File: config.mk
export PLATFORM = sky130hd
export DESIGN_NAME = score_display_ctrl
export DESIGN_NICKNAME = d
export VERILOG_FILES = /design/src/rtl/score_display_ctrl.sv
export SDC_FILE = /design/constraint.sdc
export NUM_CORES = 1
export LEC_CHECK = 0
export ABC_AREA = 1
export BUFFER_PORTS_ARGS = -buffer_cell sky130_fd_sc_hd__buf_2
export CORE_MARGIN = 2
export CORE_UTILIZATION = 58
export DETAILED_ROUTE_END_ITERATION = 6
export PLACE_DENSITY = 0.83
export SLEW_MARGIN = 25
export SYNTH_ARGS = -nofsm -noshare
export SYNTH_HDL_FRONTEND = slang
export SYNTH_SLANG_ARGS = --single-unit
File: constraint.sdc
create_clock -name clk -period 12.23 [get_ports clk]
set_input_delay 1.223 -clock clk [delete_from_list [all_inputs] [get_ports clk]]
set_output_delay 1.223 -clock clk [all_outputs]
set_load 0.005 [all_outputs]
File: src/rtl/score_display_ctrl.sv
// BCD score counter (tick + bonus, saturating) driving a multiplexed common-anode 7-segment display.
// Optional high-score register is compiled in when SCORE_HISCORE_EN is defined.
module score_display_ctrl #(
  parameter int NUM_DIGITS  = 8,
  parameter int REFRESH_DIV = 5000,
  parameter int SCORE_DIV   = 5000000
) (
  input  logic                    clk,
  input  logic                    rst_n,
  input  logic                    en,
  input  logic                    clr,
  input  logic                    bonus_valid,
  input  logic [3:0]              bonus_val,
  input  logic                    show_hi,
  output logic [4*NUM_DIGITS-1:0] score_bcd,
  output logic [4*NUM_DIGITS-1:0] hi_bcd,
  output logic                    overflow,
  output logic [NUM_DIGITS-1:0]   AN,
  output logic [6:0]              CAT
);
  localparam int W  = 4 * NUM_DIGITS;
  localparam int TW = $clog2(SCORE_DIV);
  localparam int RW = $clog2(REFRESH_DIV);
  localparam int IW = $clog2(NUM_DIGITS);
  localparam logic [W-1:0] ALL_NINES = {NUM_DIGITS{4'h9}};

  logic [TW-1:0]         tick_cnt_q, tick_cnt_d;
  logic [W-1:0]          score_q, score_d;
  logic [W-1:0]          hi_q, hi_d;
  logic                  ovf_q, ovf_d;
  logic [RW-1:0]         ref_cnt_q, ref_cnt_d;
  logic [IW-1:0]         idx_q, idx_d;
  logic [NUM_DIGITS-1:0] an_q, an_d;
  logic [6:0]            cat_q, cat_d;

  logic                  tick;
  logic [3:0]            bonus_clamped;
  logic [3:0]            inc;
  logic [4:0]            dsum;
  logic                  carry;
  logic [W-1:0]          sum_bcd;

  always_comb begin
    tick          = en && (tick_cnt_q == TW'(SCORE_DIV - 1));
    bonus_clamped = (bonus_val > 4'd9) ? 4'd9 : bonus_val;
    inc           = {3'b000, tick} + ((bonus_valid && en) ? bonus_clamped : 4'd0);

    // Ripple BCD add: inc enters digit 0, only a 0/1 carry moves upward.
    carry   = 1'b0;
    dsum    = '0;
    sum_bcd = '0;
    for (int i = 0; i < NUM_DIGITS; i++) begin
      dsum  = {1'b0, score_q[4*i +: 4]} + ((i == 0) ? {1'b0, inc} : {4'b0000, carry});
      carry = (dsum > 5'd9);
      sum_bcd[4*i +: 4] = carry ? 4'(dsum - 5'd10) : dsum[3:0];
    end

    tick_cnt_d = tick_cnt_q;
    if (en) begin
      tick_cnt_d = tick ? '0 : tick_cnt_q + 1'b1;
    end

    score_d = score_q;
    ovf_d   = ovf_q;
    if (clr) begin
      score_d    = '0;
      ovf_d      = 1'b0;
      tick_cnt_d = '0;
    end else if (!ovf_q) begin
      if (carry) begin
        score_d = ALL_NINES;
        ovf_d   = 1'b1;
      end else begin
        score_d = sum_bcd;
      end
    end

`ifdef SCORE_HISCORE_EN
    hi_d = (clr && (score_q > hi_q)) ? score_q : hi_q;
`else
    hi_d = '0;
`endif
  end

  logic [W-1:0]          src;
  logic [3:0]            digit;
  logic [NUM_DIGITS-1:0] lead_zero;
  logic                  zeros_above;
  logic                  wrap;
  logic [6:0]            seg;

`ifndef SCORE_HISCORE_EN
  logic unused_show_hi;
  assign unused_show_hi = show_hi;
`endif

  always_comb begin
`ifdef SCORE_HISCORE_EN
    src = show_hi ? hi_q : score_q;
`else
    src = score_q;
`endif
    // lead_zero[i] is set when digit i and every digit above it are zero.
    zeros_above = 1'b1;
    lead_zero   = '0;
    for (int i = NUM_DIGITS - 1; i >= 0; i--) begin
      zeros_above  = zeros_above && (src[4*i +: 4] == 4'd0);
      lead_zero[i] = zeros_above;
    end

    digit = src[{idx_q, 2'b00} +: 4];
    case (digit)
      4'd0:    seg = 7'h40;
      4'd1:    seg = 7'h79;
      4'd2:    seg = 7'h24;
      4'd3:    seg = 7'h30;
      4'd4:    seg = 7'h19;
      4'd5:    seg = 7'h12;
      4'd6:    seg = 7'h02;
      4'd7:    seg = 7'h78;
      4'd8:    seg = 7'h00;
      4'd9:    seg = 7'h10;
      default: seg = 7'h3F;
    endcase

    wrap      = (ref_cnt_q == RW'(REFRESH_DIV - 1));
    ref_cnt_d = wrap ? '0 : ref_cnt_q + 1'b1;
    idx_d     = idx_q;
    an_d      = an_q;
    cat_d     = cat_q;
    // Anode and segments load together from the same index, so they never disagree.
    if (wrap) begin
      idx_d = (idx_q == IW'(NUM_DIGITS - 1)) ? '0 : idx_q + 1'b1;
      an_d  = ~(NUM_DIGITS'(1) << idx_q);
      cat_d = ((idx_q != '0) && lead_zero[idx_q]) ? 7'h7F : seg;
    end
  end

  always_ff @(posedge clk) begin
    if (!rst_n) begin
      tick_cnt_q <= '0;
      score_q    <= '0;
      hi_q       <= '0;
      ovf_q      <= 1'b0;
      ref_cnt_q  <= '0;
      idx_q      <= '0;
      an_q       <= '1;
      cat_q      <= 7'h7F;
    end else begin
      tick_cnt_q <= tick_cnt_d;
      score_q    <= score_d;
      hi_q       <= hi_d;
      ovf_q      <= ovf_d;
      ref_cnt_q  <= ref_cnt_d;
      idx_q      <= idx_d;
      an_q       <= an_d;
      cat_q      <= cat_d;
    end
  end

  assign score_bcd = score_q;
  assign hi_bcd    = hi_q;
  assign overflow  = ovf_q;
  assign AN        = an_q;
  assign CAT       = cat_q;

endmodule
After elaboration in Yosys (flattened, before gate mapping) --
Memory sizes are Yosys's and may differ from the RTL's. Cells that the tools add are included. Widths: inputs -> output; s select.
Word-level totals: register bits 87, memory bits (read-only) 112, bits of input ports 10, output and inout port bits 80, logic and storage cells 82, memories kept 1
Cells by class: add/sub/neg operators 19, $lt $le $gt $ge 10, equality and inequality tests 3, shift-type cells 2, multiplexer cells 17, bitwise gates (word level) 2, reductions and logical operators 21
Memories:
- (no name shown) | words 16, width 7, read ports 1, clocked after memory_dff 0, wr ports 0, RTL line 112 | case (digit)
Operator list (number):
- $gt 5x4->1 const B | 8
- $mux 4 | 9
- $add 4x1->5 | 7
- $logic_not 4->1 | 8
- $mux 32 | 1
- $shiftx 32x6->4 | 1
- $sub 4x4->4 const B | 7
- $add 23x1->23 const B | 1
- $eq 23x23->1 const B | 1
- $mux 23 | 1
- $add 13x1->13 const B | 1
- $eq 13x13->1 const B | 1
- $logic_and 1x1->1 | 10
- $not 8->8 | 1
- $shl 1x3->8 const A | 1
- $mux 7 | 1
- $add 4x4->5 | 1
- $add 1x4->4 | 1
- $gt 4x4->1 const B | 1
- $lt 3x4->1 const B | 1
- $reduce_or 2->1 | 2
- $add 3x1->3 const B | 1
- $bmux 1 s3 | 1
- $eq 3x3->1 const B | 1
- other kinds (4) | 6

Logic depth before layout (Yosys ltp) --
Gate-level depths: netlist (run 1).
depth in word-level cells 22, gate-level depth with buffers 65

Worst setup path after synthesis (run 1) --
OpenSTA, ideal clock, no wires.
path type input-to-reg, start point input port en, end point register score_q[12], in the netlist score_bcd[12], data arrival time 9.682 ns, required time 12.115 ns, slack 2.432 ns, cell stages on the path 60, path through buf_4 nand2_1 nor4_1 ha_1 ha_1 fa_1 inv_1 nand2_1 nand2_1 ha_1 inv_1 a21oi_1 a21oi_1 nand2_1 nand2_1 ha_1 ha_1 xnor2_1 [24 not listed] nand2_1 nand2_1 nand2_1 ha_1 ha_1 xnor2_1 nand2_1 nand2_1 nand2_1 ha_1 ha_1 xnor2_1 nand2_1 nand2_2 nand3b_1 clkbuf_2 o21ai_0 inv_1
Between the ends: longest elaborated chain between the ends 20
RTL lines:
- start, declared | RTL line 10 | input logic en,
- $logic_and 1x1->1 | RTL line 46 | inc = {3'b000, tick} + ((bonus_valid && en) ? bonus_clamped : 4'd0);
- $mux 4 | RTL line 46
- $add 1x4->4 (*) | RTL line 46
- $add 4x4->5 (*) | RTL line 53 | dsum = {1'b0, score_q[4*i +: 4]} + ((i == 0) ? {1'b0, inc} : {4'b0000, carry});
- $gt 5x4->1 (*) | RTL line 54 | carry = (dsum > 5'd9);
- $add 4x1->5 (*) | RTL line 53
- $gt 5x4->1 (*) | RTL line 54
- $add 4x1->5 (*) | RTL line 53
- [4 not listed]
- $gt 5x4->1 | RTL line 54
- $add 4x1->5 | RTL line 53
- $gt 5x4->1 | RTL line 54
- $add 4x1->5 | RTL line 53
- $gt 5x4->1 | RTL line 54
- $add 4x1->5 | RTL line 53
- $gt 5x4->1 | RTL line 54
- $mux 32 (*) | RTL line 70 | if (carry) begin
- end signal, assigned | RTL line 151 | score_q <= score_d;
- end, declared | RTL line 28 | logic [W-1:0] score_q, score_d;
Every way passes the cells marked *; elsewhere a longest branch is shown, timed or not. A chain may end at the register's enable or synchronous reset.

Worst setup path in the final report (run 1) --
start point input port en, end point register score_q[26], in the netlist score_bcd[26]
Between the ends: longest elaborated chain between the ends 20
RTL lines (RTL line):
- $logic_and 1x1->1 | 46
- $mux 4 | 46
- $add 1x4->4 (*) | 46
- $add 4x4->5 (*) | 53
- $gt 5x4->1 (*) | 54
- $add 4x1->5 (*) | 53
- $gt 5x4->1 (*) | 54
- $add 4x1->5 (*) | 53
- [4 not listed]
- $gt 5x4->1 (*) | 54
- $add 4x1->5 (*) | 53
- $gt 5x4->1 (*) | 54
- $add 4x1->5 (*) | 53
- $gt 5x4->1 | 54
- $add 4x1->5 | 53
- $gt 5x4->1 | 54
- $mux 32 (*) | 70
Marked as above.

==> summary by stage, run 1 <==
Outcome
The run finished with clean final reports.

Layout
In the final layout, the share of cells above drive strength 1 is 12.2%. The final net count is 979. The number of inserted diodes is 0. The layout has 968 filler cells. The area growth from synthesis to layout is 6.07%. Once layout is complete, the cells apart from fillers number 1,065. The library cell used most frequently in the layout, excluding fill and tap cells, is nand2_1.

Leaving out fill and tap cells, the most frequent cells in the layout are 210 x nand2_1, 101 x inv_1, 100 x nor2_1, 86 x dfxtp_1, 76 x nand3_1. The post-route cell area is 0.00625 mm^2.

Floorplanning
The number of placement rows is 36. The die is 105 um tall. From left edge to right edge, the die measures 105 um. Pin placement for this block handled 90 I/O pins.

The area of the core is 0.00982 mm^2. For this configuration, the core starts out at a cell density of 60.0%. The die area is 0.0110 mm^2.

Setup path
The class of the most critical setup path is in -> reg. The endpoint type of the worst setup path is a register. The cell that appears most often on the critical path is nand2_1. The critical path startpoint category is a primary input. Setup slack on the worst reg-to-reg path comes out at 1.59 ns. STA puts the critical path data required time at 12.53 ns. The peak fanout along the critical path is 20. For this run, the slowest stage of the critical path takes 0.47 ns. At the worst endpoint, the arrival time is 11.30 ns.

Among all stages on the critical path, the largest delay is contributed by nor2_4.

Route
Summed over all layers, the routed wires come to 12.9 mm. The iteration count of the initial detailed-routing pass is 5. The count of nets left with antenna violations once routing finished came out at 0. The via-per-instance ratio is 5.20. The routed wire length per instance is 12.1 um. The total vias in the final route is 5,539. The initial detailed-routing violation count is 295. The number of remaining DRC errors is 0.

Timing
The post-route minimum period is 11.00 ns. The number of hold-slack violations in the final timing report is 0. The max-slew violation count is 0. Measured against its own limit, the worst slew margin works out to 33.0%. The worst-margin pin slew is 1.00 ns. The worst path uses 90.0% of the clock period.

The total setup violations reported at the end of the flow is 0. Setup repair after global routing left no endpoint under its margin. The maximum operating frequency is 90.9 MHz.

The final-layout setup total negative slack is 0 ns. Across the routed clock network, the largest skew measured is 0.00753 ns.

Logic synthesis
The flip-flop and latch count after synthesis is 87. The Yosys step of the flow raised 0 warnings. The number of distinct standard cells referenced by the synthesized netlist is 37. The mapped netlist covers 0.00590 mm^2. In this run the mean area of a mapped cell was 6.68 um^2. The share of the synthesized area in the top cell type is 29.5%. The share of the Yosys chip area taken by registers is 29.5%.

Ranked by total cell area, the synthesized netlist is headed by dfxtp_1 30%, nand2_1 13%, ha_1 8.7%. The count of mapped cells out of synthesis is 882. The cell taking the most area after synthesis is dfxtp_1.

In the synthesized netlist the dominant register cell turns out to be dfxtp_1. The async set-reset flop share out of synthesis is 0%. The number of flops mapped to enable cells by yosys is 0.

Clock network
The count of instances resized after the clock tree is built is 0. The post-CTS setup repair buffer count is 0. Hold repair after CTS inserted 0 buffers. The clock tree from TritonCTS is built. The H-tree depth is 3. The CTS clock-pin slew for the worst setup and hold paths is 0.08 ns. Buffers inserted during clock tree synthesis total 9.

The root buffer cell chosen for the clock tree is clkbuf_8. The clock latency at the later pin of the worst-skew pair is 0.38 ns. The maximum count of clock buffers along a single path is 2. The TritonCTS sink count is 87.

Place
Once placement finished, the instance area stood at 0.00608 mm^2. Buffers placed on the I/O ports in this run total 56. The congestion estimate from routability-driven global placement came to 0.949. Once detailed placement completed, the half-perimeter wirelength came to 9.34 mm.

The placed instance count is 1,049.

GRT
The combined global-route utilization of all metal layers is 24.3%. The initial antenna violation count was 0. The wire length of the first global-routing pass is 22.1 mm.

The via count of the first global-routing pass is 4,893. The pin count of the biggest net entering global routing is 31. The total grt overflow is 0.

Worst hold path
The worst hold-check path type is reg -> reg.

Power
Power spread over the standard cell area amounts to 81.0 mW/mm^2. VDD sags by at most 0.0737 mV. The standby leakage power is 2.89 nW.

Job
Across the run, the number of max-cap violations was 0.
final cells by class:
type / instances / area, um^2 / share of cell area (%)
sequential: 87 / 1740 / 27.9
timing repair buffer: 57 / 288 / 4.60
clock inverter: 3 / 17.5 / 0.280
inverter: 107 / 402 / 6.42
tap: 133 / 166 / 2.66
clock buffer: 13 / 159 / 2.54
multi-input combinational: 665 / 3480 / 55.6
power by group:
| part | internal (mW) | total, mW | switching, mW |
|---|---|---|---|
| logic | 0.0102 | 0.0311 | 0.0208 |
| registers | 0.285 | 0.286 | 0.00166 |
| clock network | 0.0845 | 0.189 | 0.105 |
state kept, by name (all words and copies together), names as in the netlist:
signal      cells
ref_cnt_q      13
AN              8
score_bcd      32
tick_cnt_q     23
idx_q           3
overflow        1
CAT             7
worst max-delay path: cells and delay by family:
family,cells,cell delay (ns)
buffers and inverters,3,0.36
and+or+nand+nor,29,3.53
xor gates and xnor gates,7,1.72
AOI/OAI and AO/OA,3,0.32
adders and majority gates,18,4.14
synth_stat cells, drive strengths merged (6+ instances only):
cell type,number
or2,7
nand4,11
ha,41
inv,106
a31oi,6
nand2,219
dfxtp,87
nor3,25
nor2,108
xor2,7
buf,49
xnor2,13
a21oi,59
o21ai,32
nand3,86
per-layer routing:
metal  global-route usage (%)  wire, um  up-vias
met2                     39.0      5880      152
met4                     6.57       197        0
met5                        0         0        -
met3                     6.92       872       26
li1                         -         -     2867
met1                     31.9      5920     2494
worst paths after layout:
path,start,to,cells past startpoint
worst min-delay path,ref_cnt_q[0],ref_cnt_q[0],1
worst max register to register,tick_cnt_q[4],score_bcd[26],63
worst min register to register,ref_cnt_q[0],ref_cnt_q[0],1
worst max-delay path,en,score_bcd[26],60
kinds of logic after synthesis:
logic type      count (synthesis)  synth area share [%]
simple gates                  470                  36.1
compound gates                101                  8.85
other cells                     1                0.0636
fa+ha+maj                      42                  9.04
xor+xnor                       20                  2.97
flops                          87                  29.5
buf+inv                       161                  13.4
metrics by stage:
step | total power [mW] | worst slack (ns) | hold WS, ns | utilization (%)
CTS | 0.511 | 1.26 | 0.460 | 63.7
global route | 0.529 | 0.192 | 0.495 | 63.7
floorplan | 0.324 | 2.43 | 0.418 | -
detailed placement | 0.324 | 0.885 | 0.440 | 61.9
finish | 0.507 | 1.23 | 0.450 | 63.7
global placement | 0.323 | 1.07 | 0.432 | 61.9
Power figures use the tool's default switching activity.
==> run 2, diff against run 1 <==
--- a/config.mk
+++ b/config.mk
@@ -11,6 +11,8 @@
 export CORE_UTILIZATION = 58
 export DETAILED_ROUTE_END_ITERATION = 6
 export PLACE_DENSITY = 0.83
+export RECOVER_POWER = 25
+export SETUP_SLACK_MARGIN = 0.3
 export SLEW_MARGIN = 25
 export SYNTH_ARGS = -nofsm -noshare
 export SYNTH_HDL_FRONTEND = slang
==> summary by stage, run 2 (synthesis gave the netlist of run 1 again) <==
Timing
For the pin with the worst max-slew slack, the measured transition is 1.04 ns. The total setup violations reported at the end of the flow is 0. Setup repair after global routing left no endpoint under its margin. The final hold slack is 0.449 ns. The number of hold-slack violations in the final timing report was 0. In the finished design, the share of the clock period the worst path needs comes to 89.0%.

The max-slew violation count was 0. In this run the tightest slew margin relative to its limit is 30.7%. The post-route minimum period is 10.88 ns.

The final-layout setup total negative slack is 0 ns. The maximum operating frequency is 91.9 MHz. The clock arrives with 0.00804 ns of skew. The worst path setup slack after routing is 1.35 ns.

Power
In this run the power density over the cells is 81.2 mW/mm^2. The clock power share is 37.4%. VDD sags by at most 0.0736 mV. Summed over all cells, the static leakage comes to 2.90 nW. The switching power is 0.128 mW. Overall power consumption after layout is estimated at 0.507 mW. In this run, flip-flops and latches consume 56.5% of the power.

The part of the power in combinational logic is 6.1%. The fraction of power spent switching nets is 25.2%. The internal power component is 0.379 mW.

Setup path
The stage delay of the slowest cell on the critical path is 0.42 ns. The most numerous cell type found on the critical path is nand2_1. The kind of cell with the highest combined delay along the critical path is adder cells.

Data on the critical path is required at its endpoint by 12.52 ns. Data on the critical path arrives at its endpoint at 11.17 ns. The peak fanout along the critical path is 12. The slowest stage cell on the critical path is fa_1.

STA classifies the critical path endpoint as a register. Counting both buffers and inverters, the worst setup path holds a total of 3. By startpoint and endpoint, the worst setup path is classified as in -> reg. The critical path startpoint category is a primary input.

Route
The total detailed-routing wirelength is 13.2 mm. The iteration count of the initial detailed-routing pass is 4. In this run the remaining antenna-violating nets after routing total 0. The via-per-instance ratio is 5.21. The final route contains 5,559 vias. The initial detailed-routing violation count is 311.

The number of remaining DRC errors is 0. The routed wire length per instance is 12.3 um.

Worst hold path
The tightest min-delay check is of the reg -> reg type.

Place
The placed instance count is 1,049. The pre-CTS worst setup slack is 0.885 ns. The HPWL after detailed placement is 9.34 mm. The count of buffers added on input and output ports is 56. After detailed placement, the total cell area comes to 0.00608 mm^2. The weighted congestion at the end of routability-driven global placement is 0.949.

GRT
The initial antenna violation count is 0. Summed over all layers, the global routing overflow is 0. The via count of the first global-routing pass was 4,893.

Global routing used 24.3% of the available tracks across all layers. The first global-routing pass estimated 22.1 mm of wire. Entering global routing, the biggest net connects 31 pins.

Clock network
The hold-fix buffer count after cts is 0. The TritonCTS sink count is 87. In this run the number of H-tree levels came out at 3. The CTS clock-pin slew for the worst setup and hold paths is 0.08 ns. The number of clock buffers added by TritonCTS is 9. The maximum count of clock buffers along a single path is 2. The clock tree from TritonCTS is built.

The root cell of the clock tree is clkbuf_8. At the later pin of the worst-skew pair, clock insertion delay measures 0.38 ns.

Layout
The post-route cell area is 0.00624 mm^2. After the flow finishes, the layout carries non-filler instances totaling 1,067. The repair_antennas step left the layout with diodes totalling 0. Leaving out fill and tap cells, the most frequent cells in the layout are 212 x nand2_1, 101 x inv_1, 101 x nor2_1, 86 x dfxtp_1, 77 x nand3_1.

The most common cell after layout, fill and taps aside is nand2_1. The number of flip-flops under the largest register name is 32. After the last flow step, the layout net total stands at 981. The post-route netlist has 11.9% of its cells at a drive strength greater than 1. The area growth from synthesis to layout is 5.90%. The post-layout utilization of the core is 63.6%.

Floorplanning
The number of placement rows is 36. The number of placed I/O pins is 90. The core region is 0.00982 mm^2. The die is 105 um wide. From bottom edge to top edge, the die measures 105 um. The initial utilization of the core area, before any placement, comes to 60.0%.

The floorplan step defined a die boundary enclosing 0.0110 mm^2.

Outcome
The run finished with clean final reports.

Job
The tool flagged a number of max-cap violations equal to 0.
run 2: path summary, 6_finish.rpt:
path,start,endpoint,slack [ns],depth (start not counted)
min,ref_cnt_q[0],ref_cnt_q[0],0.45,1
max reg2reg,tick_cnt_q[4],score_bcd[26],1.72,63
max,en,score_bcd[26],1.35,60
min reg2reg,ref_cnt_q[0],ref_cnt_q[0],0.45,1
run 2: power by group through the flow:
stage | clock (mW) | combinational (mW) | sequential [mW]
2_1_floorplan | 0 | 0.0309 | 0.293
3_3_place_gp | 0 | 0.0302 | 0.293
3_5_place_dp | 0 | 0.0307 | 0.293
4_1_cts | 0.194 | 0.0308 | 0.286
5_1_grt | 0.207 | 0.0358 | 0.287
6_report | 0.190 | 0.0310 | 0.286
run 2: what timing repair did:
action                                  4_1_cts  5_1_grt
endpoints found under the hold margin         0        0
setup buffers                                 0        1
gates resized for setup                       0        1
endpoints found under the setup margin        0       21
run 2: final cells by class:
cell class | instances | area (um^2)
clock buffers | 13 | 159
clock inverters | 3 | 17.5
fillers | 972 | 3580
inverters | 107 | 402
multi-input cells | 666 | 3460
flip-flops and latches | 87 | 1740
well taps | 133 | 166
repair buffers | 58 | 295
run 2: worst register-to-register path, delay by kind of cell (launching register included):
family	cells	cell delay (ns)
buf+inv	4	0.40
compound gates	3	0.31
simple gates	31	3.46
flops	1	0.36
xor+xnor	7	1.74
fa+ha+maj	18	4.14
run 2: routing by layer:
layer  routed length (um)  part of all wire [%]  vias to the layer above  global-route usage [%]
li1                     -                     -                     2866                       -
met2                 6100                    46                      141                    39.0
met5                    0                     0                        -                       0
met4                  181                   1.4                        0                    6.57
met3                  854                   6.5                       22                    6.92
met1                 6040                    46                     2530                    31.9
